### src/rtl/wb_retire_stage_pkg.sv
// ============================================================================
// Module      : wb_retire_stage_pkg
// Description : Shared types and constants for the writeback/retire stage.
// Revision    : 1.0 - initial release
// ============================================================================
`default_nettype none

package wb_retire_stage_pkg;

    localparam int c_ecode_w = 6;

    localparam logic [c_ecode_w-1:0] c_ecode_int = 6'h00;
    localparam logic [c_ecode_w-1:0] c_ecode_ade = 6'h08;
    localparam logic [c_ecode_w-1:0] c_ecode_ale = 6'h09;
    localparam logic [c_ecode_w-1:0] c_ecode_sys = 6'h0B;
    localparam logic [c_ecode_w-1:0] c_ecode_brk = 6'h0C;
    localparam logic [c_ecode_w-1:0] c_ecode_ine = 6'h0D;

    // Width-independent part of a retire entry; the full entry adds pc/result/dest.
    typedef struct packed {
        logic                 gr_we;
        logic                 excp;
        logic [c_ecode_w-1:0] ecode;
    } retire_ctrl_t;

    typedef enum logic [0:0] {
        ST_RUN   = 1'b0,
        ST_FLUSH = 1'b1
    } wb_state_t;

endpackage

`default_nettype wire

### src/rtl/wb_retire_queue.sv
// ============================================================================
// Module      : wb_retire_queue
// Description : In-order retire FIFO with youngest-match forwarding search.
// Revision    : 1.0 - initial release
// ============================================================================
`default_nettype none

module wb_retire_queue
    import wb_retire_stage_pkg::*;
#(
    parameter int DATA_W  = 32,
    parameter int RADDR_W = 5,
    parameter int PC_W    = 32,
    parameter int DEPTH   = 2
) (
    input  logic               clk,
    input  logic               reset,
    input  logic               push,
    input  logic [PC_W-1:0]    push_pc,
    input  logic [DATA_W-1:0]  push_result,
    input  logic [RADDR_W-1:0] push_dest,
    input  retire_ctrl_t       push_ctrl,
    input  logic               pop,
    input  logic               clear,
    output logic               head_valid,
    output logic [PC_W-1:0]    head_pc,
    output logic [DATA_W-1:0]  head_result,
    output logic [RADDR_W-1:0] head_dest,
    output retire_ctrl_t       head_ctrl,
    output logic               full,
    input  logic [RADDR_W-1:0] lookup_addr,
    output logic               fwd_hit,
    output logic [DATA_W-1:0]  fwd_data
);

    localparam int                c_ptr_w = $clog2(DEPTH);
    localparam logic [c_ptr_w:0]  c_depth = (c_ptr_w + 1)'(DEPTH);

    typedef struct packed {
        logic [PC_W-1:0]    pc;
        logic [DATA_W-1:0]  result;
        logic [RADDR_W-1:0] dest;
        retire_ctrl_t       ctrl;
    } retire_entry_t;

    retire_entry_t      r_mem [DEPTH];
    logic [c_ptr_w-1:0] r_head;
    logic [c_ptr_w-1:0] r_tail;
    logic [c_ptr_w:0]   r_count;

    logic               w_empty;
    logic               w_do_push;
    logic               w_do_pop;
    logic [DEPTH-1:0]   w_match;

    assign w_empty    = (r_count == '0);
    assign full       = (r_count == c_depth);
    assign head_valid = !w_empty;
    assign w_do_push  = push && !full;
    assign w_do_pop   = pop && !w_empty;

    // Clear wins over a same-cycle push: the flushing cycle must not admit new work.
    always_ff @(posedge clk) begin
        if (reset || clear) begin
            r_head  <= '0;
            r_tail  <= '0;
            r_count <= '0;
        end else begin
            if (w_do_push) begin
                r_tail <= r_tail + 1'b1;
            end
            if (w_do_pop) begin
                r_head <= r_head + 1'b1;
            end
            case ({w_do_push, w_do_pop})
                2'b10:   r_count <= r_count + 1'b1;
                2'b01:   r_count <= r_count - 1'b1;
                default: r_count <= r_count;
            endcase
        end
    end

    always_ff @(posedge clk) begin
        if (!reset && !clear && w_do_push) begin
            r_mem[r_tail] <= {push_pc, push_result, push_dest, push_ctrl};
        end
    end

    assign head_pc     = r_mem[r_head].pc;
    assign head_result = r_mem[r_head].result;
    assign head_dest   = r_mem[r_head].dest;
    assign head_ctrl   = r_mem[r_head].ctrl;

    for (genvar i = 0; i < DEPTH; i++) begin : g_match
        assign w_match[i] = r_mem[i].ctrl.gr_we && !r_mem[i].ctrl.excp &&
                            (r_mem[i].dest == lookup_addr) && (lookup_addr != '0);
    end

    // Walk oldest to youngest so a later (younger) hit overrides an older one.
    always_comb begin
        fwd_hit  = 1'b0;
        fwd_data = '0;
        for (int k = 0; k < DEPTH; k++) begin
            if (((c_ptr_w + 1)'(k) < r_count) && w_match[r_head + c_ptr_w'(k)]) begin
                fwd_hit  = 1'b1;
                fwd_data = r_mem[r_head + c_ptr_w'(k)].result;
            end
        end
    end

endmodule

`default_nettype wire

### src/rtl/wb_retire_stage.sv
// ============================================================================
// Module      : wb_retire_stage
// Description : Writeback/retire stage: in-order retire to the RF, forwarding,
//               exception-to-flush conversion. Optional WB_PERF_CNT_EN adds a
//               64-bit retired-instruction counter.
// Revision    : 1.0 - initial release
// ============================================================================
`default_nettype none

module wb_retire_stage
    import wb_retire_stage_pkg::*;
#(
    parameter int DATA_W  = 32,
    parameter int RADDR_W = 5,
    parameter int PC_W    = 32,
    parameter int DEPTH   = 2
) (
    input  logic                 clk,
    input  logic                 reset,
    input  logic                 ms_to_ws_valid,
    output logic                 ws_allowin,
    input  logic [PC_W-1:0]      ms_pc,
    input  logic [DATA_W-1:0]    ms_result,
    input  logic [RADDR_W-1:0]   ms_dest,
    input  logic                 ms_gr_we,
    input  logic                 ms_excp,
    input  logic [c_ecode_w-1:0] ms_ecode,
    input  logic                 rf_ready,
    output logic                 rf_we,
    output logic [RADDR_W-1:0]   rf_waddr,
    output logic [DATA_W-1:0]    rf_wdata,
    input  logic [RADDR_W-1:0]   ds_raddr,
    output logic                 fwd_hit,
    output logic [DATA_W-1:0]    fwd_data,
    output logic                 ws_flush,
    output logic [PC_W-1:0]      ws_flush_pc,
    output logic [c_ecode_w-1:0] ws_flush_ecode,
    output logic [PC_W-1:0]      debug_wb_pc,
    output logic [3:0]           debug_wb_rf_we,
    output logic [RADDR_W-1:0]   debug_wb_rf_wnum,
    output logic [DATA_W-1:0]    debug_wb_rf_wdata,
    output logic [63:0]          perf_retired
);

    logic               w_head_valid;
    logic [PC_W-1:0]    w_head_pc;
    logic [DATA_W-1:0]  w_head_result;
    logic [RADDR_W-1:0] w_head_dest;
    retire_ctrl_t       w_head_ctrl;
    retire_ctrl_t       w_push_ctrl;
    logic               w_full;
    logic               w_push;
    logic               w_retire;
    logic               w_flush_req;

    wb_state_t          r_state;
    wb_state_t          w_state_nxt;

    assign w_push_ctrl = '{gr_we: ms_gr_we, excp: ms_excp, ecode: ms_ecode};
    assign w_push      = ms_to_ws_valid && ws_allowin;

    // Excepting or non-writing heads never wait for the RF port.
    assign w_retire    = w_head_valid && (r_state == ST_RUN) &&
                         (w_head_ctrl.excp || !w_head_ctrl.gr_we || rf_ready);
    assign w_flush_req = w_retire && w_head_ctrl.excp;

    wb_retire_queue #(
        .DATA_W  (DATA_W),
        .RADDR_W (RADDR_W),
        .PC_W    (PC_W),
        .DEPTH   (DEPTH)
    ) u_queue (
        .clk         (clk),
        .reset       (reset),
        .push        (w_push),
        .push_pc     (ms_pc),
        .push_result (ms_result),
        .push_dest   (ms_dest),
        .push_ctrl   (w_push_ctrl),
        .pop         (w_retire),
        .clear       (w_flush_req),
        .head_valid  (w_head_valid),
        .head_pc     (w_head_pc),
        .head_result (w_head_result),
        .head_dest   (w_head_dest),
        .head_ctrl   (w_head_ctrl),
        .full        (w_full),
        .lookup_addr (ds_raddr),
        .fwd_hit     (fwd_hit),
        .fwd_data    (fwd_data)
    );

    always_ff @(posedge clk) begin
        if (reset) begin
            r_state <= ST_RUN;
        end else begin
            r_state <= w_state_nxt;
        end
    end

    // ws_allowin depends only on registered state so rf_ready never reaches it.
    always_comb begin
        w_state_nxt    = r_state;
        ws_allowin     = 1'b0;
        ws_flush       = 1'b0;
        ws_flush_pc    = '0;
        ws_flush_ecode = '0;
        case (r_state)
            ST_RUN: begin
                ws_allowin = !w_full;
                if (w_flush_req) begin
                    w_state_nxt    = ST_FLUSH;
                    ws_flush       = 1'b1;
                    ws_flush_pc    = w_head_pc;
                    ws_flush_ecode = w_head_ctrl.ecode;
                end
            end
            ST_FLUSH: begin
                w_state_nxt = ST_RUN;
            end
            default: begin
                w_state_nxt = ST_RUN;
            end
        endcase
    end

    assign rf_we    = w_retire && w_head_ctrl.gr_we && !w_head_ctrl.excp;
    assign rf_waddr = w_head_valid ? w_head_dest : '0;
    assign rf_wdata = w_head_valid ? w_head_result : '0;

    assign debug_wb_rf_we    = {4{rf_we}};
    assign debug_wb_pc       = w_retire ? w_head_pc : '0;
    assign debug_wb_rf_wnum  = w_retire ? w_head_dest : '0;
    assign debug_wb_rf_wdata = w_retire ? w_head_result : '0;

`ifdef WB_PERF_CNT_EN
    logic [63:0] r_perf_retired;

    always_ff @(posedge clk) begin
        if (reset) begin
            r_perf_retired <= 64'd0;
        end else if (w_retire) begin
            r_perf_retired <= r_perf_retired + 64'd1;
        end
    end

    assign perf_retired = r_perf_retired;
`else
    assign perf_retired = 64'd0;
`endif

endmodule

`default_nettype wire

### config.mk
export PLATFORM = sky130hd
export DESIGN_NAME = wb_retire_stage
export DESIGN_NICKNAME = d
export VERILOG_FILES = /design/src/rtl/wb_retire_stage_pkg.sv /design/src/rtl/wb_retire_queue.sv /design/src/rtl/wb_retire_stage.sv
export SDC_FILE = /design/constraint.sdc
export NUM_CORES = 1
export LEC_CHECK = 0
export BUFFER_PORTS_ARGS = -buffer_cell sky130_fd_sc_hd__buf_4
export CORE_UTILIZATION = 43
export DETAILED_ROUTE_END_ITERATION = 8
export GPL_TIMING_DRIVEN = 0
export MAX_ROUTING_LAYER = met4
export PLACE_DENSITY = 0.77
export SYNTH_ARGS = -nofsm -noshare
export SYNTH_HDL_FRONTEND = slang
export SYNTH_SLANG_ARGS = --single-unit
### constraint.sdc
create_clock -name clk -period 9.7 [get_ports clk]
set_clock_uncertainty 0.05 [all_clocks]
set_input_delay 0.485 -clock clk [delete_from_list [all_inputs] [get_ports clk]]
set_output_delay 0.485 -clock clk [all_outputs]
set_load 0.01 [all_outputs]
==> flow_summary.json <==
{
  "crit_required_ps": 9780,
  "number_of_standard_cells_after_synthesis": 580,
  "initialDrtViolationCount": 275,
  "fin_crit_share_pct": 36.3,
  "io_pins": 334,
  "max-slew-margin-rel_pct": 32.9,
  "tritoncts_clock_tree": "built",
  "ant_nets": 0,
  "cts.path.max_buffers": 2,
  "max_fo_critical_path": 8,
  "critical_path_arrival_ps": 3600,
  "end_kind": "register",
  "cts.repair.resized": 0,
  "worst_tran_pin_value_ps": 1000,
  "fp-row-count": 47,
  "layout_common_cells": "buf_4 (346), edfxtp_1 (154), nor2_1 (148)",
  "dominantRegCellSynth": "edfxtp_1",
  "netlist_area_um2": 7490,
  "clk_root_buffer_cell": "clkbuf_16",
  "die_area_um2": 17900,
  "synth-seq-area-share_pct": 63.4,
  "hpwlAfterDp_um": 15400,
  "synth.distinct_cells": 45,
  "leakage_uw": 0.00461,
  "fin_area_um2": 10700,
  "synthesis.yosys.warnings": 0,
  "die_w_um": 134,
  "final.fill_count": 1331,
  "chipHeight_um": 134,
  "startpoint_type": "register",
  "gr_ovfl_total": 0,
  "numCtsBuffers": 17,
  "route.vias.total": 5670,
  "min-delay-path-class": "input pin to register",
  "max-vdd-ir-drop_uv": 163,
  "layout.cells.most_common": "buf_4",
  "final_core_util_pct": 63.9,
  "syn_avg_cell_area_um2": 12.9,
  "rsz_0062_raised_after_global_routing": "false",
  "finalNetCount": 1036,
  "totalNegativeSetupSlack_ps": 0,
  "grt_first_pass_wirelength_um": 28900,
  "ctsHoldBuffers": 0,
  "antenna_cells": 0,
  "grt_max_degree": 17,
  "detail_route.vias_per_cell": 4.81,
  "worst_slack_ps": 6180,
  "clock-sinks": 160,
  "final-hold-violation-count": 0,
  "synth_edf_count": 154,
  "critPathKind": "register to register",
  "routedWlPerCell_um": 16.8,
  "detail_route.drc_violations": 0,
  "grt_antenna_before_repair": 0,
  "drive_above_1_share_pct": 41.9,
  "worstSkewPairLatency_ps": 420,
  "worst_setup_hold_path_clk_slew_ps": 70,
  "drt-total-wl_um": 19800,
  "hold_ws_ps": 195,
  "numPortBuffers": 268,
  "post-route-min-period_ps": 3520,
  "postSynth.asyncResetShare_pct": 0,
  "area_delta_synth_final_pct": 43.4,
  "status": "complete, no violations",
  "cellPowerDensity_nw_per_um2": 230,
  "finalSetupViolations": 0,
  "initial_core_util_pct": 44.5,
  "final_weighted_congestion_in_routability_driven_placement": 0.801,
  "max_stage_delay_ps": 700,
  "postCtsSetupRepairBufs": 0,
  "drt_first_pass_iters": 4,
  "fmax_mhz": 284,
  "dp_worst_setup_slack_ps": 6210,
  "via_count_of_the_first_global_routing_pass": 5390,
  "htree_levels": 4,
  "critical_path.slowest_cell": "nor4_2",
  "timing.final.max_slew_violations": 0,
  "grtUsageTotal_pct": 22.4,
  "ys_seq_elements": 160,
  "placement.cell_area_um2": 10200,
  "core_area_um2": 16800,
  "crit_path_cell_trace": "nand2b_1 > o21ai_1 > a211o_1 > inv_2 > nand2_1 > inv_1 > nor4_2 > buf_4 > buf_4 > buf_4 > buf_4 > buf_6",
  "cap_violations": 0,
  "cp_common_cell": "buf_4"
}
## logic make-up (layout without fill, tap and decap cells)
logic type	after synthesis	in the layout	share of synthesized area (%)
xor+xnor	13	13	1.52
flops	160	160	63.4
other cells	1	64	0.0501
simple gates	176	176	9.91
mux	76	76	10.2
buf+inv	105	421	9.06
fa+ha+maj	4	4	0.668
compound gates	45	45	5.26
## state kept, by name (all words and copies together), names as in the netlist, named ones only
signal	cells
r_state	1
u_queue.r_tail	1
u_queue.r_mem	154
u_queue.r_count	2
u_queue.r_head	1
## layer usage
layer / wire (µm) / global-route usage, % / vias to the layer above
li1: - / - / 2672
met1: 7190 / 23.6 / 2687
met2: 10700 / 40.1 / 278
met3: 1420 / 5.44 / 33
met4: 506 / 8.71 / 0
met5: 0 / - / -
## final cells by class
cell class | instances | area, µm² | area share (%)
sequential | 160 | 4740 | 44.2
inverter | 6 | 22.5 | 0.210
tap | 220 | 275 | 2.56
timing repair buffer | 284 | 2160 | 20.1
clock inverter | 13 | 129 | 1.20
clock buffer | 19 | 433 | 4.03
multi-input combinational | 378 | 2320 | 21.6
buffer | 99 | 656 | 6.10
## Yosys cell counts, types with 2 or more instances
cell type / n / area share (%)
buf_6: 3 / 0.45
nor4_1: 2 / 0.17
nand2b_1: 2 / 0.17
nor3_1: 4 / 0.27
inv_1: 5 / 0.25
buf_1: 10 / 0.50
xor2_1: 12 / 1.4
nand2_1: 2 / 0.10
ha_1: 4 / 0.67
and2_1: 5 / 0.42
buf_2: 5 / 0.33
a22o_1: 32 / 3.7
nor2_1: 148 / 7.4
nor2b_1: 2 / 0.17
edfxtp_1: 154 / 62
a21oi_1: 3 / 0.20
buf_4: 68 / 6.8
dfxtp_1: 6 / 1.6
mux2i_1: 75 / 10
clkbuf_1: 13 / 0.65
## power breakdown
| part | leakage [µW] | total, µW | internal, µW | switching [µW] |
|---|---|---|---|---|
| Sequential | 0.00145 | 874 | 845 | 29.1 |
| Clock | 0.000276 | 633 | 358 | 275 |
| Combinational | 0.00288 | 958 | 426 | 532 |
| Total | 0.00461 | 2470 | 1630 | 836 |
## per-stage QoR
stage	std cells	power [µW]
after floorplan	643	1400
after global placement	1131	1840
after detailed placement	1147	1850
after CTS	1179	2480
after global routing	1179	2590
final	1179	2470
## critical path, delay by kind of cell, from the launching register on
kind	cells	cell delay (ps)
and+or+nand+nor	3	1030
buffers and inverters	7	1210
AOI/OAI and AO/OA	2	550
DFF	1	370
## worst paths after layout
check / from / endpoint / cells past startpoint / slack (ps)
worst min-delay path: ms_pc[12] / u_queue.r_mem[0][57] / 1 / 190
worst min register to register: u_queue.r_count[0] / u_queue.r_count[0] / 2 / 520
worst max register to register: u_queue.r_mem[0][6] / u_queue.r_mem[0][45] / 12 / 6180
worst max-delay path: u_queue.r_mem[0][6] / u_queue.r_mem[0][45] / 12 / 6180
Note: power is estimated with default switching activity, not from simulation.
